`src/rtl/seq_pkg.sv`:
```
// Shared encodings for the BBCCC match controller: controller states,
// one-hot detector states and the serial symbol values.
package seq_pkg;

    typedef enum logic {
        CtlIdle = 1'b0,
        CtlRun  = 1'b1
    } ctl_state_e;

    typedef enum logic [4:0] {
        DetReset = 5'b00001,
        DetB     = 5'b00010,
        DetBb    = 5'b00100,
        DetBbc   = 5'b01000,
        DetBbcc  = 5'b10000
    } det_state_e;

    localparam logic SymB = 1'b0;
    localparam logic SymC = 1'b1;

endpackage

```
`src/rtl/seq_bbccc_det.sv`:
```
// Non-overlapping Mealy detector for the serial sequence B B C C C.
// hit is combinational in the cycle the final C is presented with en=1.
module seq_bbccc_det
    import seq_pkg::*;
(
    input  logic clk,
    input  logic rst,
    input  logic clr,
    input  logic en,
    input  logic din,
    output logic hit
);

    det_state_e state_q, state_d;

    always_ff @(posedge clk or posedge rst) begin
        if (rst) begin
            state_q <= DetReset;
        end else begin
            state_q <= state_d;
        end
    end

    always_comb begin
        state_d = state_q;
        hit     = 1'b0;
        if (clr) begin
            state_d = DetReset;
        end else if (en) begin
            unique case (state_q)
                DetReset: state_d = (din == SymB) ? DetB   : DetReset;
                DetB:     state_d = (din == SymB) ? DetBb  : DetReset;
                DetBb:    state_d = (din == SymB) ? DetBb  : DetBbc;
                DetBbc:   state_d = (din == SymB) ? DetB   : DetBbcc;
                DetBbcc: begin
                    // Both symbols restart the search; a C completes the match.
                    state_d = DetReset;
                    hit     = (din == SymC);
                end
                default:  state_d = DetReset;
            endcase
        end
    end

endmodule

```
`src/rtl/seq_match_ctrl.sv`:
```
// Run controller: counts BBCCC matches inside a cycle window and reports
// completion (done) or window expiry (timeout) as one-cycle pulses.
module seq_match_ctrl
    import seq_pkg::*;
#(
    parameter int unsigned CNT_W = 8,
    parameter int unsigned WIN_W = 16
) (
    input  logic             clk,
    input  logic             rst,
    input  logic             start,
    input  logic             abort,
    input  logic             din,
    input  logic             din_valid,
    input  logic [CNT_W-1:0] target,
    input  logic [WIN_W-1:0] window,
    output logic             busy,
    output logic             pattern,
    output logic [CNT_W-1:0] match_cnt,
    output logic             done,
    output logic             timeout
);

    localparam logic [CNT_W-1:0] CntOne = CNT_W'(1);
    localparam logic [WIN_W-1:0] WinOne = WIN_W'(1);

    ctl_state_e       state_q, state_d;
    logic [CNT_W-1:0] tgt_q, tgt_d;
    logic [CNT_W-1:0] cnt_q, cnt_d;
    logic [WIN_W-1:0] win_q, win_d;
    logic [WIN_W-1:0] cyc_q, cyc_d;
    logic             pattern_q, pattern_d;
    logic             done_q, done_d;
    logic             timeout_q, timeout_d;

    logic det_clr, det_en, hit;
    logic complete, expire;

    assign det_en = (state_q == CtlRun) && din_valid;

    seq_bbccc_det u_det (
        .clk (clk),
        .rst (rst),
        .clr (det_clr),
        .en  (det_en),
        .din (din),
        .hit (hit)
    );

    // In RUN match_cnt < target always holds, so +1 cannot overshoot.
    assign complete = hit && ((cnt_q + CntOne) == tgt_q);
    assign expire   = (cyc_q == (win_q - WinOne));

    always_comb begin
        state_d   = state_q;
        tgt_d     = tgt_q;
        win_d     = win_q;
        cnt_d     = cnt_q;
        cyc_d     = cyc_q;
        pattern_d = 1'b0;
        done_d    = 1'b0;
        timeout_d = 1'b0;
        det_clr   = 1'b0;
        unique case (state_q)
            CtlIdle: begin
                if (start) begin
                    if (target == '0) begin
                        done_d = 1'b1;
                        cnt_d  = '0;
                    end else if (window == '0) begin
                        timeout_d = 1'b1;
                    end else begin
                        tgt_d   = target;
                        win_d   = window;
                        cnt_d   = '0;
                        cyc_d   = '0;
                        det_clr = 1'b1;
                        state_d = CtlRun;
                    end
                end
            end
            CtlRun: begin
                cyc_d = cyc_q + WinOne;
                if (hit) begin
                    cnt_d     = cnt_q + CntOne;
                    pattern_d = 1'b1;
                end
                // abort beats completion, completion beats expiry.
                if (abort) begin
                    state_d = CtlIdle;
                end else if (complete) begin
                    done_d  = 1'b1;
                    state_d = CtlIdle;
                end else if (expire) begin
                    timeout_d = 1'b1;
                    state_d   = CtlIdle;
                end
            end
            default: state_d = CtlIdle;
        endcase
    end

    always_ff @(posedge clk or posedge rst) begin
        if (rst) begin
            state_q   <= CtlIdle;
            tgt_q     <= '0;
            win_q     <= '0;
            cnt_q     <= '0;
            cyc_q     <= '0;
            pattern_q <= 1'b0;
            done_q    <= 1'b0;
            timeout_q <= 1'b0;
        end else begin
            state_q   <= state_d;
            tgt_q     <= tgt_d;
            win_q     <= win_d;
            cnt_q     <= cnt_d;
            cyc_q     <= cyc_d;
            pattern_q <= pattern_d;
            done_q    <= done_d;
            timeout_q <= timeout_d;
        end
    end

    assign busy      = (state_q == CtlRun);
    assign pattern   = pattern_q;
    assign done      = done_q;
    assign timeout   = timeout_q;
    assign match_cnt = cnt_q;

endmodule

```
`config.mk`:
```
export PLATFORM = sky130hd
export DESIGN_NAME = seq_match_ctrl
export DESIGN_NICKNAME = d
export VERILOG_FILES = /design/src/rtl/seq_pkg.sv /design/src/rtl/seq_bbccc_det.sv /design/src/rtl/seq_match_ctrl.sv
export SDC_FILE = /design/constraint.sdc
export NUM_CORES = 1
export LEC_CHECK = 0
export ABC_AREA = 0
export BUFFER_PORTS_ARGS = -buffer_cell sky130_fd_sc_hd__buf_4
export CAP_MARGIN = 20
export CELL_PAD_IN_SITES_DETAIL_PLACEMENT = 1
export CELL_PAD_IN_SITES_GLOBAL_PLACEMENT = 2
export CORE_MARGIN = 1.5
export CORE_UTILIZATION = 39
export DETAILED_ROUTE_END_ITERATION = 12
export MAX_ROUTING_LAYER = met4
export PLACE_DENSITY = 0.8
export SYNTH_ARGS = -nofsm -noshare
export SYNTH_HDL_FRONTEND = slang
export SYNTH_SLANG_ARGS = --single-unit
```
`constraint.sdc`:
```
create_clock -name clk -period 5.2 [get_ports clk]
set_input_delay 1.04 -clock clk [delete_from_list [all_inputs] [get_ports clk]]
set_output_delay 1.04 -clock clk [all_outputs]
set_load 0.05 [all_outputs]
```
==> flow_summary.toml <==
[status]
status = "finished clean"

[drt]
met3_length_um = 187
vias = 2644
wire_per_inst_um = 16.87
drc = 0
viasPerCell = 5.429
route.met2.wl_um = 3842
wl_met1_um = 4041
wl_um = 8217
firstDrtPassIters = 4
drt-initial-drc-count = 90
routed.top_layer = "met4"
ant_nets = 0

[critical_path]
crit_path_end_kind = "register"
cpMaxStageDelayCell = "nor4_1"
startpoint = "window[0]"
path_cells = "buf_4 > nor4_1 > nand4_1 > nand4_1 > buf_4 > mux2_2"
r2r-start = "win_q[4]"
crit_path_max_incr_delay_ns = 0.49
crit_required_ns = 5.42
crit_family = "simple AND/OR/NAND/NOR gates"
crit_type = "in -> reg"
cp_max_fo = 24
r2r_slack_ns = 2.34
cp.arrival_ns = 3.15
worst-path-buf-inv = 2
start_kind = "input pin"

[placed_design]
place.port_buffers = 41
dpl.hpwl_um = 6189
place_ws_ns = 1.894
finalWeightedCongestion = 0.8227

[final_layout]
final_common_cell = "dfrtp_1"
area_growth_syn_to_layout_pct = 19.73
fill_cells = 940
final_cell_mix = "56 x dfrtp_1, 44 x buf_4, 29 x nand2_1"
multi_input_area_um2 = 1767
antenna_cells = 0
layout-drive-gt1-share_pct = 24.35
area.sequential_um2 = 1428
nNetsFinal = 410

[die]
die_h_um = 94.79
initial_core_util_pct = 40.19
die_x_um = 94.79
core_um2 = 8175
io-pin-count = 42
num_rows = 33
dieArea_um2 = 8984

[clocking]
ctsHoldBuffers = 0
cts_buffer_depth = 2
path_clk_slew_ns = 0.07
cts-root-buf = "clkbuf_8"
ctsHtreeMaxLevel = 3
numCtsBuffers = 9
cts_resized = 0
cts_setup_buffers = 0
clock_sinks = 57
cts_tree = "done"
clk_latency_ns = 0.34

[synth]
postSynthNetCount = 369
yosys-top-cells-area = "dfrtp_1 43%, mux2_2 8.6%, xnor2_1 6.4%"
synth_ff_type = "dfrtp_1"
synth_top_area_share_pct = 42.65
synth-seq-cells = 57
synthCells = 336
synth_area_per_cell_um2 = 9.779
async_flop_share_pct = 100.0
synth_top_area_cell = "dfrtp_1"
ys_seq_area_share_pct = 43.45
synth-edff-count = 0
ys_types = 54
ys.warnings.count = 0
syn_area_um2 = 3286

[min_path]
hp-start = "cyc_q[15]"
hp-class = "reg -> reg"

[sta]
finalSetupViolCount = 0
maxSlewHeadroom_pct = 44.28
fin_skew_ns = 0.005164
fmax_mhz = 340.7
finalSetupTns_ns = 0
finalCritPeriodShare_pct = 56.45
fin_ws_ns = 2.265
hold_violations = 0
rsz0062_at_grt = "false"
slew_violations = 0
tightestPinTransition_ns = 0.8282
fin_crit_ns = 2.935

[global_routing]
grt_start_max_net_pins = 58
track_usage_pct = 20.84
grt_pass1_vias = 2714
grt_overflow_total = 0
grt_first_pass_wirelength_um = 13790
antenna_found_initial = 0

[power_and_ir_drop]
p_leak_nw = 1.686
ir_drop_uv = 140.9
power_density_nw_per_um2 = 353.8

[job]
cap_violations = 0
-- stage by stage --
| stage | area [um^2] | hold slack [ns] | utilization, % | power, W | cells |
|---|---|---|---|---|---|
| after floorplan | 3286 | 0.4661 | - | 0.0007939 | 336 |
| after global placement | 3690 | 0.4814 | 45.13 | 0.0008773 | 471 |
| after detailed placement | 3690 | 0.5121 | 45.13 | 0.0008866 | 471 |
| after CTS | 3934 | 0.5210 | 48.12 | 0.001409 | 487 |
| after global routing | 3934 | 0.5429 | 48.12 | 0.001474 | 487 |
| final | 3934 | 0.5207 | 48.12 | 0.001392 | 487 |
-- worst paths after layout --
check / end / cells past startpoint
worst max-delay path: tgt_q[6] / 6
worst min-delay path: cyc_q[15] / 1
worst max register to register: timeout / 6
worst min register to register: cyc_q[15] / 1
max in group asynchronous: match_cnt[1] / 3
min in group asynchronous: cyc_q[4] / 3
-- worst reg2reg max path: stages, from the launching register on --
cell	delay, ns
dfrtp_1	0.45
nor4_1	0.76
nand2_1	0.23
a2111oi_0	0.53
o2111ai_1	0.19
a2111oi_2	0.42
a41o_1	0.22
-- flip-flops by register name (all words and copies together), names as in the netlist --
signal	flops
busy	1
cyc_q	16
done	1
match_cnt	8
pattern	1
tgt_q	8
timeout	1
u_det.state_q	5
win_q	16
-- area by class of cell --
type,instances,share of cell area (%)
inverters,9,0.8588
repair buffers,44,8.397
multi-input cells,256,44.91
flip-flops and latches,57,36.29
well taps,105,3.340
clock inverters,5,2.608
clock buffers,11,3.594
-- cell usage after synthesis, types with 2 or more instances --
library cell / number
dfrtp_1: 56
nand2_1: 29
nor2_1: 26
mux2_2: 25
o21ai_0: 25
xnor2_1: 24
nand3_1: 17
clkbuf_1: 12
nor4_1: 11
nor3_1: 10
xor2_1: 10
inv_1: 8
a21oi_1: 7
nand4_1: 6
a31oi_1: 5
mux2i_1: 5
and3_1: 4
a22oi_1: 3
and4_1: 3
ha_1: 3
o22ai_1: 3
o31ai_1: 3
or3_1: 3
or4_1: 3
a22o_1: 2
and2_1: 2
nor2b_1: 2
o2111ai_1: 2
xnor3_1: 2
-- metal layers --
metal | vias up | GRT usage [%]
met3 | 12 | 4.187
met1 | 1297 | 27.15
met2 | 30 | 32.56
met4 | 0 | 6.468
li1 | 1305 | -
met5 | - | -
-- power breakdown --
group	internal [W]	switching, W
Clock	0.000331	0.000186
Sequential	0.000501	0.0000833
Combinational	0.000157	0.000134
-- cell families after synthesis --
kind of cell / Yosys count / synth area share (%)
simple gates: 125 / 19.73
compound gates: 62 / 12.38
flops: 57 / 43.45
xor+xnor: 36 / 10.43
mux: 30 / 10.09
buf+inv: 23 / 2.780
fa+ha+maj: 3 / 1.143
(Power assumes the default switching activity.)
